File: config.mk
export PLATFORM = sky130hd
export DESIGN_NAME = vector_store_unit
export DESIGN_NICKNAME = d
export VERILOG_FILES = /design/src/rtl/vsu_pkg.sv /design/src/rtl/vsu_addr_gen.sv /design/src/rtl/vector_store_unit.sv
export SDC_FILE = /design/constraint.sdc
export NUM_CORES = 1
export LEC_CHECK = 0
export CORE_MARGIN = 5
export CORE_UTILIZATION = 28
export DETAILED_ROUTE_END_ITERATION = 10
export PLACE_DENSITY = 0.51
export SYNTH_ARGS = -nofsm -noshare
export SYNTH_HDL_FRONTEND = slang
export SYNTH_HIERARCHICAL = 1
export SYNTH_SLANG_ARGS = --single-unit
File: constraint.sdc
create_clock -name clk -period 4.1 [get_ports clk]
set_input_delay 1.025 -clock clk [delete_from_list [all_inputs] [get_ports clk]]
set_output_delay 1.025 -clock clk [all_outputs]
set_load 0.02 [all_outputs]
File: src/rtl/vsu_pkg.sv
// Shared constants and FSM state type for the vector store unit.
// Default geometry: 16 lanes of 16-bit elements, 16-bit word addresses.
package vsu_pkg;

    localparam int LANES  = 16;
    localparam int ELEM_W = 16;
    localparam int ADDR_W = 16;
    localparam int LANE_W = $clog2(LANES);

    typedef enum logic [1:0] {
        IDLE = 2'd0,
        SEND = 2'd1,
        DONE = 2'd2
    } vsu_state_e;

endpackage

File: src/rtl/vsu_addr_gen.sv
// Running store address: loads base on start, steps by stride (VSU_STRIDE_EN) or by 1 per transfer.
// Latency: address registered, valid the cycle after load/step.
// Backpressure: only advances on step_i, so the address holds while the memory stalls.
module vsu_addr_gen
    import vsu_pkg::*;
(
    input  logic              clk,
    input  logic              rst_n,
    input  logic              load_i,
    input  logic [ADDR_W-1:0] base_i,
    input  logic [ADDR_W-1:0] stride_i,
    input  logic              step_i,
    output logic [ADDR_W-1:0] addr_o
);

    logic [ADDR_W-1:0] addr_q, addr_d;
    logic [ADDR_W-1:0] inc;

`ifdef VSU_STRIDE_EN
    logic [ADDR_W-1:0] stride_q;

    always_ff @(posedge clk or negedge rst_n) begin
        if (!rst_n) begin
            stride_q <= '0;
        end else if (load_i) begin
            stride_q <= stride_i;
        end
    end

    assign inc = stride_q;
`else
    logic unused_stride;

    assign unused_stride = ^stride_i;
    assign inc           = ADDR_W'(1);
`endif

    // Wraps modulo 2^ADDR_W by construction.
    always_comb begin
        addr_d = addr_q;
        if (load_i) begin
            addr_d = base_i;
        end else if (step_i) begin
            addr_d = addr_q + inc;
        end
    end

    always_ff @(posedge clk or negedge rst_n) begin
        if (!rst_n) begin
            addr_q <= '0;
        end else begin
            addr_q <= addr_d;
        end
    end

    assign addr_o = addr_q;

endmodule

File: src/rtl/vector_store_unit.sv
// VST engine: writes a 16-lane vector to memory one element per req/ack beat (VSU_STRIDE_EN enables strided addressing).
// Latency: first request the cycle after start, 16 beats minimum, done pulse one cycle after the last ack.
// Backpressure: mem_ack low holds address/data and adds one cycle per stalled beat; start ignored while busy.
module vector_store_unit
    import vsu_pkg::*;
(
    input  logic                    clk,
    input  logic                    rst_n,
    input  logic                    start,
    input  logic [LANES*ELEM_W-1:0] vdata,
    input  logic [ADDR_W-1:0]       base_addr,
    input  logic [ADDR_W-1:0]       stride,
    output logic                    busy,
    output logic                    done,
    output logic                    mem_req,
    output logic                    mem_we,
    output logic [ADDR_W-1:0]       mem_addr,
    output logic [ELEM_W-1:0]       mem_wdata,
    input  logic                    mem_ack
);

    vsu_state_e              state_q, state_d;
    logic [LANE_W-1:0]       lane_q, lane_d;
    logic [LANE_W-1:0]       lane_nx;
    logic [LANES*ELEM_W-1:0] vdata_q, vdata_d;
    logic [ELEM_W-1:0]       wdata_q, wdata_d;
    logic                    accept;
    logic                    xfer;
    logic                    last;

    assign accept  = (state_q == IDLE) && start;
    assign xfer    = (state_q == SEND) && mem_ack;
    assign last    = (lane_q == LANE_W'(LANES - 1));
    assign lane_nx = lane_q + LANE_W'(1);

    always_comb begin
        state_d = state_q;
        lane_d  = lane_q;
        vdata_d = vdata_q;
        wdata_d = wdata_q;
        case (state_q)
            IDLE: begin
                if (start) begin
                    state_d = SEND;
                    lane_d  = '0;
                    vdata_d = vdata;
                    wdata_d = vdata[ELEM_W-1:0];
                end
            end
            SEND: begin
                // Next element is preloaded into the output register so mem_wdata stays a flop.
                if (mem_ack) begin
                    if (last) begin
                        state_d = DONE;
                    end else begin
                        lane_d  = lane_nx;
                        wdata_d = vdata_q[32'(lane_nx)*ELEM_W +: ELEM_W];
                    end
                end
            end
            DONE: begin
                state_d = IDLE;
            end
            default: begin
                state_d = IDLE;
            end
        endcase
    end

    always_ff @(posedge clk or negedge rst_n) begin
        if (!rst_n) begin
            state_q <= IDLE;
            lane_q  <= '0;
            vdata_q <= '0;
            wdata_q <= '0;
        end else begin
            state_q <= state_d;
            lane_q  <= lane_d;
            vdata_q <= vdata_d;
            wdata_q <= wdata_d;
        end
    end

    vsu_addr_gen u_addr_gen (
        .clk      (clk),
        .rst_n    (rst_n),
        .load_i   (accept),
        .base_i   (base_addr),
        .stride_i (stride),
        .step_i   (xfer),
        .addr_o   (mem_addr)
    );

    assign busy      = (state_q != IDLE);
    assign done      = (state_q == DONE);
    assign mem_req   = (state_q == SEND);
    assign mem_we    = mem_req;
    assign mem_wdata = wdata_q;

endmodule

==> metrics.log <==
[metrics] status: finished clean
[metrics] kind of end point of the critical path: output port
[metrics] total count of hold-check failures in the final report: 0
[metrics] routed wl met2: 20,700 um
[metrics] number of enable-type register cells in the synthesized netlist: 0
[metrics] Setup Buffers After CTS: 0
[metrics] Storage cell area: 7360 um2
[metrics] total length of routed met3 wires: 2790 um
[metrics] buffer levels on the longest clock path: 3
[metrics] clock latency of the later-clocked register in the worst-skew pair: 0.54 ns
[metrics] routed wire length: 42,800 um
[metrics] synthesized area per cell: 14.6 um2
[metrics] Sw Share: 33.3%
[metrics] worst rel slew slack: 35.7%
[metrics] Post-layout nets: 1,532
[metrics] share of synthesized registers carrying an async set or reset: 100%
[metrics] maximum number of pins on one net before global-route repair: 104
[metrics] IO Pins: 328
[metrics] routed metal-1 wirelength: 18,400 um
[metrics] total global routing track utilization: 16.0%
[metrics] arrival time at the worst endpoint: 2.06 ns
[metrics] CORE AREA: 47,900 um2
[metrics] largest fanout of any net on the critical path: 12
[metrics] highest metal used: met5
[metrics] syn_nets: 1,230
[metrics] slowest cell delay on critical path: 0.69 ns
[metrics] cts-stage hold buffer count: 0
[metrics] post_cts resized: 0
[metrics] Buffers & Inverters on Critical Path: 1
[metrics] CP Launch Type: register
[metrics] placer's final routability congestion estimate: 0.789
[metrics] Sum Neg Setup Slack: 0 ns
[metrics] Worst-path clk slew: 0.06 ns
[metrics] fin crit share: 75.3%
[metrics] maximum vdd drop: 0.000260 V
[metrics] # DRC: 0
[metrics] multi-input gate area in the final layout: 5900 um2
[metrics] Max Cap Viol: 0
[metrics] sum of overflow across all layers after global routing: 0
[metrics] sinks on the clock net: 294
[metrics] number of antenna violations at the first check in global routing: 12
[metrics] DIE HEIGHT: 231 um
[metrics] via count of the first global-routing pass: 9,992
[metrics] post-synthesis sequential area ratio: 54.0%
[metrics] number of setup violations in the final report: 0
[metrics] maximum frequency from static timing analysis: 324 MHz
[metrics] Detailed Route Iter0 Violations: 493
[metrics] post-layout min period: 3.09 ns
[metrics] Clock Power Share: 26.6%
[metrics] post-route clock skew: 0.0122 ns
[metrics] Die W: 231 um
[metrics] H-tree level count: 2
[metrics] internal power: 8.78 mW
[metrics] layout-stage area growth over the synthesis result: 37.6%
[metrics] Post-Synthesis Cells: 936
[metrics] relative contribution of sequential cells to total power: 34.9%
[metrics] detailed-route wire length per cell: 22.7 um
[metrics] total power of the final layout: 13.2 mW
[metrics] input/output buffers: 311
[metrics] proportion of layout cells with a drive suffix above 1: 32.5%
[metrics] Detailed Routing Iterations Pass 1: 5
[metrics] TritonCTS clock tree: built
[metrics] slew at the pin with the worst max-slew slack: 0.959 ns
[metrics] vias per inst: 4.82
[metrics] TritonCTS buffer count: 38
[metrics] global-route wire length before repair: 64,600 um
[metrics] Total Die Area: 53,200 um2
[metrics] Yosys cell types: 44
[metrics] Top delay family on crit path: buffers and inverters
[metrics] cell chosen for the clock root: clkbuf_16
[metrics] initial core utilization: 28.4%
[metrics] Crit-path slowest cell: clkdlybuf4s50_1
[metrics] required time worst endpoint: 3.07 ns
[metrics] proportion of power drawn by combinational gates: 38.5%
[metrics] Leak Pwr: 7.37 nW
[metrics] max-slew violations: 0
[metrics] DP Wirelength: 30,900 um
[metrics] placement row count: 80
[metrics] Seq cells post-synth: 294
[metrics] kind of path behind the tightest hold check: input port to async pin
[metrics] post-synthesis instance area: 13,600 um2
[metrics] Warnings, synthesis: 6
[metrics] cells traversed along the worst timing path: nor2b_4, clkdlybuf4s50_1
[metrics] unrepaired setup endpoints after global routing: no
[metrics] switching component of the power: 4.39 mW
[metrics] number of nets still failing antenna checks after routing: 0
[metrics] areal power density over the cells: 703 nW/um2
[metrics] commonest register cell after synthesis: dfrtp_1
[metrics] number of inserted filler cells in the final layout: 4,569
[metrics] number of vias after detailed routing: 9,080
[metrics] kind of critical path: register to output port
[state kept, by name (all words and copies together), names as in the netlist]
register,count
u_addr_gen/addr_o,16
state_q,2
lane_q,4
vdata_q,256
mem_wdata,16
[kinds of logic after synthesis]
logic type / count (synthesis) / share of synthesized area [%]
multiplexers: 323 / 32.1
flip-flops: 294 / 54.0
buffers and inverters: 76 / 3.15
AND/OR/NAND/NOR: 150 / 5.29
XOR/XNOR: 16 / 1.03
AO/OA/AOI/OAI: 75 / 4.20
adder cells (fa/ha/maj): 2 / 0.184
[power by group through the flow]
stage	clock, mW	combinational, mW	sequential [mW]
2_1_floorplan	0	3.10	4.59
5_1_grt	3.75	5.48	4.76
6_report	3.50	5.07	4.60
4_1_cts	3.64	5.23	4.61
3_3_place_gp	0	5.17	4.62
3_5_place_dp	0	5.21	4.66
[layer usage]
| layer | vias to the layer above | global-route usage, % |
|---|---|---|
| met4 | 16 | 4.43 |
| met3 | 66 | 4.67 |
| met5 | - | 0 |
| li1 | 4109 | - |
| met1 | 4664 | 20.8 |
| met2 | 225 | 26.4 |
[per-stage QoR]
stage	hold WS (ns)	cell area, um2	setup slack [ns]	utilization (%)	cells
floorplan	0.472	13600	1.82	-	936
global placement	0.483	17400	0.841	36.3	1813
detailed placement	0.487	17400	0.829	36.3	1813
CTS	0.500	18700	0.942	39.1	1878
global route	0.506	18700	0.932	39.1	1881
finish	0.497	18700	1.01	39.1	1883
[final cells by class]
cell class                 instances  share of cell area, %
inverter                           7                  0.140
multi-input combinational        566                   31.5
clock buffer                      54                   6.21
tap                              615                   4.10
sequential                       294                   39.3
antenna                            5                 0.0667
timing repair buffer             331                   17.9
clock inverter                    11                  0.841
[worst reg2reg max path: cells and delay by family (launching register included)]
family,cells,cell delay (ns)
DFF,1,0.50
and+or+nand+nor,1,0.07
adders and majority gates,1,0.59
AOI/OAI and AO/OA,2,0.81
muxes,1,0.29
buffers and inverters,1,0.34
[path summary, 6_finish.rpt]
| check | startpoint | to | slack, ns | cells past startpoint |
|---|---|---|---|---|
| worst min-delay path | rst_n | vdata_q[44] | 0.50 | 1 |
| worst max-delay path | state_q[1] | mem_req | 1.01 | 2 |
| worst max register to register | lane_q[0] | mem_wdata[11] | 1.44 | 6 |
| max in group asynchronous | rst_n | vdata_q[92] | 2.65 | 2 |
| min in group clk | vdata_q[69] | vdata_q[69] | 0.50 | 1 |
| worst min register to register | vdata_q[69] | vdata_q[69] | 0.50 | 1 |
[cells in the final DEF (no fill, tap or decap), types with 3 or more instances in the layout]
cell,n
clkbuf_1,4
nor2_1,20
inv_1,7
nand4_1,3
mux4_2,54
and4_2,3
diode_2,5
nor3_1,3
nand2b_1,3
xor2_1,6
a211oi_1,14
buf_12,7
mux2i_1,3
o21ai_0,20
clkdlybuf4s50_1,310
bufinv_16,4
nand2_1,82
mux4_1,9
mux2_2,257
dfrtp_1,293
clkinv_2,6
clkbuf_8,9
buf_4,13
nand3_1,22
a221o_1,16
clkbuf_16,41
a2111oi_0,15
xnor2_1,8
[cells in the mapped netlist, types with 3 or more instances]
cell	instances	area share, %
dfrtp_1	294	54
mux2_2	257	21
nand2_1	82	2.3
mux4_2	54	8.9
buf_2	37	1.4
nand3_1	22	0.81
nor2_1	20	0.55
o21ai_0	20	0.73
a221o_1	16	1.2
a2111oi_0	15	0.96
a211oi_1	14	0.77
clkbuf_1	14	0.39
buf_4	9	0.50
mux4_1	9	1.7
xnor2_1	9	0.58
inv_1	7	0.19
xor2_1	7	0.45
buf_1	4	0.11
a31oi_1	3	0.14
and4_2	3	0.22
buf_12	3	0.44
mux2i_1	3	0.22
nand2b_1	3	0.14
nand4_1	3	0.14
nor2b_1	3	0.14
nor3_1	3	0.11
(Power assumes the default switching activity.)
